## config.mk

```make
export PLATFORM = sky130hd
export DESIGN_NAME = adel_run_ctrl
export DESIGN_NICKNAME = d
export VERILOG_FILES = /design/src/rtl/adel_ctrl_pkg.sv /design/src/rtl/adel_imem.sv /design/src/rtl/adel_run_ctrl.sv
export SDC_FILE = /design/constraint.sdc
export NUM_CORES = 1
export LEC_CHECK = 0
export CAP_MARGIN = 20
export CELL_PAD_IN_SITES_DETAIL_PLACEMENT = 0
export CELL_PAD_IN_SITES_GLOBAL_PLACEMENT = 1
export CORE_MARGIN = 1.5
export CORE_UTILIZATION = 35
export CTS_CLUSTER_DIAMETER = 80
export DETAILED_ROUTE_END_ITERATION = 8
export GPL_TIMING_DRIVEN = 0
export PLACE_DENSITY = 0.63
export SLEW_MARGIN = 20
export SYNTH_ARGS = -nofsm -noshare
export SYNTH_HDL_FRONTEND = slang
export SYNTH_SLANG_ARGS = --single-unit
```

## constraint.sdc

```tcl
create_clock -name clk -period 7.7 [get_ports clk]
set_input_delay 1.54 -clock clk [delete_from_list [all_inputs] [get_ports clk]]
set_output_delay 1.54 -clock clk [all_outputs]
set_load 0.05 [all_outputs]
```

## src/rtl/adel_ctrl_pkg.sv

```systemverilog
// Shared types and constants for the adel run controller.
package adel_ctrl_pkg;

    typedef enum logic [2:0] {
        S_IDLE,
        S_RELEASE,
        S_RUN,
        S_STEP,
        S_HALT
    } state_e;

    typedef enum logic [1:0] {
        CMD_RUN   = 2'd0,
        CMD_STEP  = 2'd1,
        CMD_STOP  = 2'd2,
        CMD_RESET = 2'd3
    } cmd_e;

    typedef enum logic [2:0] {
        HC_NONE      = 3'd0,
        HC_STOP      = 3'd1,
        HC_OOB       = 3'd2,
        HC_SELF_LOOP = 3'd3,
        HC_LIMIT     = 3'd4,
        HC_STEP      = 3'd5
    } halt_cause_e;

    localparam logic [15:0] NOP_INST = 16'h8000;

endpackage

```

## src/rtl/adel_imem.sv

```systemverilog
// Instruction memory: synchronous write, asynchronous read, contents not reset.
module adel_imem #(
    parameter int unsigned DEPTH = 64,
    parameter int unsigned AW    = $clog2(DEPTH)
) (
    input  logic          clk,
    input  logic          we,
    input  logic [AW-1:0] waddr,
    input  logic [15:0]   wdata,
    input  logic [AW-1:0] raddr,
    output logic [15:0]   rdata
);

    logic [15:0] mem [DEPTH];

    always_ff @(posedge clk) begin
        if (we) begin
            mem[waddr] <= wdata;
        end
    end

    assign rdata = mem[raddr];

endmodule

```

## src/rtl/adel_run_ctrl.sv

```systemverilog
// Run controller for the adel core: imem ownership, reset release, run/step
// sequencing, clock gating and halt detection.
module adel_run_ctrl #(
    parameter int unsigned IMEM_DEPTH = 64,
    parameter int unsigned CNT_W      = 32,
    parameter logic [15:0] NOP_INST   = adel_ctrl_pkg::NOP_INST,
    localparam int unsigned AW        = $clog2(IMEM_DEPTH)
) (
    input  logic             clk,
    input  logic             rst,
    input  logic             host_we,
    input  logic [AW-1:0]    host_addr,
    input  logic [15:0]      host_wdata,
    output logic             host_ready,
    input  logic             cmd_valid,
    input  logic [1:0]       cmd_op,
    output logic             cmd_ready,
    input  logic [CNT_W-1:0] cycle_limit,
    input  logic [15:0]      core_pc,
    output logic [15:0]      core_inst,
    output logic             core_nrst,
    output logic             core_clk_en,
    output logic             halted,
    output logic [2:0]       halt_cause,
    output logic [CNT_W-1:0] cycle_count,
    output logic             done,
    output logic             cmd_err
);

    import adel_ctrl_pkg::*;

    state_e            state, state_n;
    halt_cause_e       cause_q, cause_n;
    logic              tgt_step, tgt_step_n;
    logic              err_n, run_clr, limit_ld;
    logic [CNT_W-1:0]  run_count, limit_q;
    logic [15:0]       pc_prev, imem_rdata;
    logic              en_prev;
    cmd_e              op;
    logic              accept, oob, self_loop, limit_hit;

    adel_imem #(.DEPTH(IMEM_DEPTH), .AW(AW)) u_imem (
        .clk   (clk),
        .we    (host_we && host_ready),
        .waddr (host_addr),
        .wdata (host_wdata),
        .raddr (core_pc[AW-1:0]),
        .rdata (imem_rdata)
    );

    assign op         = cmd_e'(cmd_op);
    assign accept     = cmd_valid && cmd_ready;
    assign oob        = core_pc >= 16'(IMEM_DEPTH);
    assign self_loop  = en_prev && (core_pc == pc_prev);
    assign limit_hit  = (limit_q != '0) && (run_count == limit_q);
    assign core_inst  = oob ? NOP_INST : imem_rdata;
    assign host_ready = (state == S_IDLE);
    assign cmd_ready  = (state != S_RELEASE);
    assign halted     = (state == S_HALT);
    assign halt_cause = cause_q;

    always_ff @(posedge clk) begin
        if (rst) begin
            state <= S_IDLE;
        end else begin
            state <= state_n;
        end
    end

    always_comb begin
        state_n     = state;
        cause_n     = cause_q;
        tgt_step_n  = tgt_step;
        core_clk_en = 1'b0;
        err_n       = 1'b0;
        run_clr     = 1'b0;
        limit_ld    = 1'b0;
        if (accept && op == CMD_RESET) begin
            state_n = S_IDLE;
            cause_n = HC_NONE;
        end else begin
            case (state)
                S_IDLE: begin
                    if (accept) begin
                        if (op == CMD_STOP) begin
                            err_n = 1'b1;
                        end else begin
                            state_n    = S_RELEASE;
                            tgt_step_n = (op == CMD_STEP);
                            run_clr    = (op == CMD_RUN);
                            limit_ld   = (op == CMD_RUN);
                        end
                    end
                end
                S_RELEASE: state_n = tgt_step ? S_STEP : S_RUN;
                S_RUN: begin
                    // Halt sources in priority order; the detecting cycle is not clocked.
                    if (accept && op == CMD_STOP) begin
                        state_n = S_HALT;
                        cause_n = HC_STOP;
                    end else if (oob) begin
                        state_n = S_HALT;
                        cause_n = HC_OOB;
                    end else if (self_loop) begin
                        state_n = S_HALT;
                        cause_n = HC_SELF_LOOP;
                    end else if (limit_hit) begin
                        state_n = S_HALT;
                        cause_n = HC_LIMIT;
                    end else begin
                        core_clk_en = 1'b1;
                    end
                    err_n = accept && (op == CMD_RUN || op == CMD_STEP);
                end
                S_STEP: begin
                    state_n     = S_HALT;
                    cause_n     = oob ? HC_OOB : HC_STEP;
                    core_clk_en = !oob;
                    err_n       = accept;
                end
                S_HALT: begin
                    if (accept) begin
                        case (op)
                            CMD_RUN: begin
                                state_n  = S_RUN;
                                run_clr  = 1'b1;
                                limit_ld = 1'b1;
                            end
                            CMD_STEP: state_n = S_STEP;
                            default:  err_n = 1'b1;
                        endcase
                    end
                end
                default: state_n = S_IDLE;
            endcase
        end
    end

    always_ff @(posedge clk) begin
        if (rst) begin
            cause_q     <= HC_NONE;
            tgt_step    <= 1'b0;
            core_nrst   <= 1'b0;
            done        <= 1'b0;
            cmd_err     <= 1'b0;
            en_prev     <= 1'b0;
            pc_prev     <= '0;
            cycle_count <= '0;
            run_count   <= '0;
            limit_q     <= '0;
        end else begin
            cause_q   <= cause_n;
            tgt_step  <= tgt_step_n;
            core_nrst <= (state_n != S_IDLE);
            done      <= (state_n == S_HALT) && (state != S_HALT);
            cmd_err   <= err_n;
            en_prev   <= core_clk_en;
            if (core_clk_en) begin
                pc_prev <= core_pc;
            end
            if (state_n == S_IDLE) begin
                cycle_count <= '0;
            end else if (core_clk_en && cycle_count != '1) begin
                cycle_count <= cycle_count + 1'b1;
            end
            if (run_clr) begin
                run_count <= '0;
            end else if (core_clk_en && run_count != '1) begin
                run_count <= run_count + 1'b1;
            end
            if (limit_ld) begin
                limit_q <= cycle_limit;
            end
        end
    end

endmodule
```

==> results.ini <==
[synth]
synthTopCellsByCount=edfxtp_1, mux4_2, nor2_1
ys_seq_elements=1147
synth_most_common_cell=edfxtp_1
syn_area_per_cell_um2=19.9
synthCells=2287
synth_top_area_share_pct=67.7
synth_edf_count=1024
ys.warnings.count=0
synth_top_flop_cell=edfxtp_1
syn_area_mm2=0.0454
ys_async_sr_fraction_pct=0
synth_nets=2365
yosysSeqAreaShare_pct=73.1
yosys-top-cells-area=edfxtp_1, mux4_2, dfxtp_1, nor2_1, xnor2_1
ys_types=48
yosysTopAreaCell=edfxtp_1

[clock_tree]
numCtsBuffers=121
cts_setup_buffers=0
clkTransAtPathRegs_ns=0.06
htree_levels=3
cts_resized=0
cts_hold_buf=0
cts_tree=done
cts.sinks=1147
clk_latency_ns=0.74
cts-root-buf=clkbuf_16
cts_buffer_depth=3

[cells_and_area]
nets=2687
fin_util_pct=41.9
final_area_mm2=0.0541
diodes=0
drive_above_1_share_pct=26.9
area_delta_synth_final_pct=19.1

[timing]
fin_hold_ws_ns=0.467
hold_violations=0
worst-slew-pin-transition_ns=1.12
rsz0062_at_grt=false
setup_viol=0
period_share_pct=97.9
period_minus_slack_ns=7.54
worst_clock_skew_ns=0.0288
slew_viol_final=0
slew-limit-headroom_pct=25.5
fmax_ghz=0.133

[global_routing]
antenna_found_initial=5
track_usage_pct=18.3
grt_pass1_vias=24300
grt_pass1_wl_um=173000
gr-total-overflow=0
grt_start_max_net_pins=65

[power]
irDropWorstVdd_v=0.000169
power.leakage_uw=0.0166
p_per_area_mw_per_mm2=249

[route]
drt_iter0_markers=2874
ant_nets=0
drcViolationCount=0
wl_per_cell_um=27.2
vias=24100
first_pass_iters=5
wl_um=121000
vias_per_cell=5.40

[floorplan]
pin_count=134
core-area_mm2=0.129
start_util_pct=35.2
row_count=132
die_area_mm2=0.132
fp.dieW_um=363
die_h_um=363

[worst_setup_path]
crit_arrival_ns=6.00
rrSetupSlack_ns=3.88
reg2reg_depth=9
worstPathRequired_ns=6.16
timing.rr.start=state[1]
rr_endpoint=u_imem.mem[30][6]
crit_type=input pin to output port
path_max_fanout=10
critPathLaunchType=input pin
endpoint_kind=output port

[placed_design]
dpl.hpwl_um=83300
portBuffers=125
gp_congestion=0.845
dpl_cell_area_mm2=0.0500

[min_path]
hp-class=flip-flop to flip-flop
holdCritStartpoint=halt_cause[1]
holdPathEnd=halt_cause[1]
holdPathStages=2

[status]
status=finished, final reports clean

[job]
max_cap_violations=0

==> stage by stage <==
step	cells	worst slack, ns	power, µW	setup TNS (ns)
after floorplan	2287	2.17	7320	0
after global placement	4154	-0.0486	7660	-0.0995
after detailed placement	4228	0.110	7680	0
after CTS	4455	0.102	13600	0
after global routing	4455	0.0793	13900	0
final	4455	0.163	13500	0
==> sequential cells by signal (all words and copies together), names as in the netlist <==
name and count:
tgt_step 1, run_count 32, pc_prev 16, state 3, cycle_count 32, core_nrst 1, halt_cause 3, limit_q 32
done 1, u_imem.mem 1024, cmd_err 1, en_prev 1
==> worst max-delay path, cell delays in order <==
cell and delay [ns]:
clkbuf_1 0.43, clkbuf_1 0.79, clkbuf_1 0.71, mux4_2 0.46, mux4_2 0.60, mux4_2 0.49
and2_1 0.23, clkdlybuf4s50_1 0.72
==> kinds of logic (layout without fill, tap and decap cells) <==
| logic type | Yosys count | in the layout | share of synthesized area [%] |
|---|---|---|---|
| DFF | 1147 | 1147 | 73.1 |
| and+or+nand+nor | 431 | 431 | 5.07 |
| muxes | 375 | 375 | 17.5 |
| AOI/OAI and AO/OA | 144 | 144 | 1.78 |
| buffers and inverters | 139 | 565 | 1.52 |
| xor gates and xnor gates | 48 | 48 | 0.925 |
| adders and majority gates | 3 | 3 | 0.0771 |
==> cell usage in the layout, fill, tap and decap left out, types with 9 or more instances in the layout <==
master / instances
a21oi_1: 67
and2_1: 30
and3_1: 20
and4_1: 9
buf_1: 15
buf_2: 23
buf_4: 35
buf_6: 47
buf_8: 26
bufinv_16: 17
clkbuf_1: 83
clkbuf_16: 122
clkdlybuf4s50_1: 109
clkinv_1: 23
clkinv_2: 27
dfxtp_1: 123
edfxtp_1: 1024
mux2i_1: 39
mux4_2: 336
nand2_1: 42
nand3_1: 46
nand4_1: 36
nor2_1: 61
nor2_2: 64
nor3_1: 11
nor4_1: 12
o21ai_0: 21
o21ai_1: 21
o31ai_1: 21
or3_1: 43
or4_1: 31
xnor2_1: 48
==> metal layers <==
| metal | up-vias | part of all wire [%] | track usage, % |
|---|---|---|---|
| met5 | - | 0.032 | 0 |
| met3 | 146 | 7.1 | 3.71 |
| met2 | 898 | 48 | 29.5 |
| li1 | 10200 | - | - |
| met1 | 12900 | 42 | 25.4 |
| met4 | 6 | 2.3 | 4.96 |
==> cell type report <==
class | count | area [µm²]
clock inverter | 81 | 902
tap | 1742 | 2180
multi-input combinational | 1001 | 11700
timing repair buffer | 199 | 2260
fill | 11300 | 75000
inverter | 10 | 37.5
buffer | 129 | 652
sequential | 1147 | 33200
clock buffer | 146 | 3190
==> power by group <==
group          internal (µW)  total, µW  switching (µW)
Combinational            291        728             437
Clock                   3520       5960            2440
Sequential              6800       6810            11.6
Total                  10600      13500            2890
==> worst max-delay path by stage <==
stage / cells past startpoint / endpoint / startpoint
floorplan: 7 / core_inst[0] / core_pc[1]
global placement: 8 / core_inst[0] / core_pc[1]
detailed placement: 8 / core_inst[9] / core_pc[1]
CTS: 8 / core_inst[9] / core_pc[1]
global route: 8 / core_inst[10] / core_pc[1]
finish: 8 / core_inst[9] / core_pc[1]
Note: power is estimated with default switching activity, not from simulation.
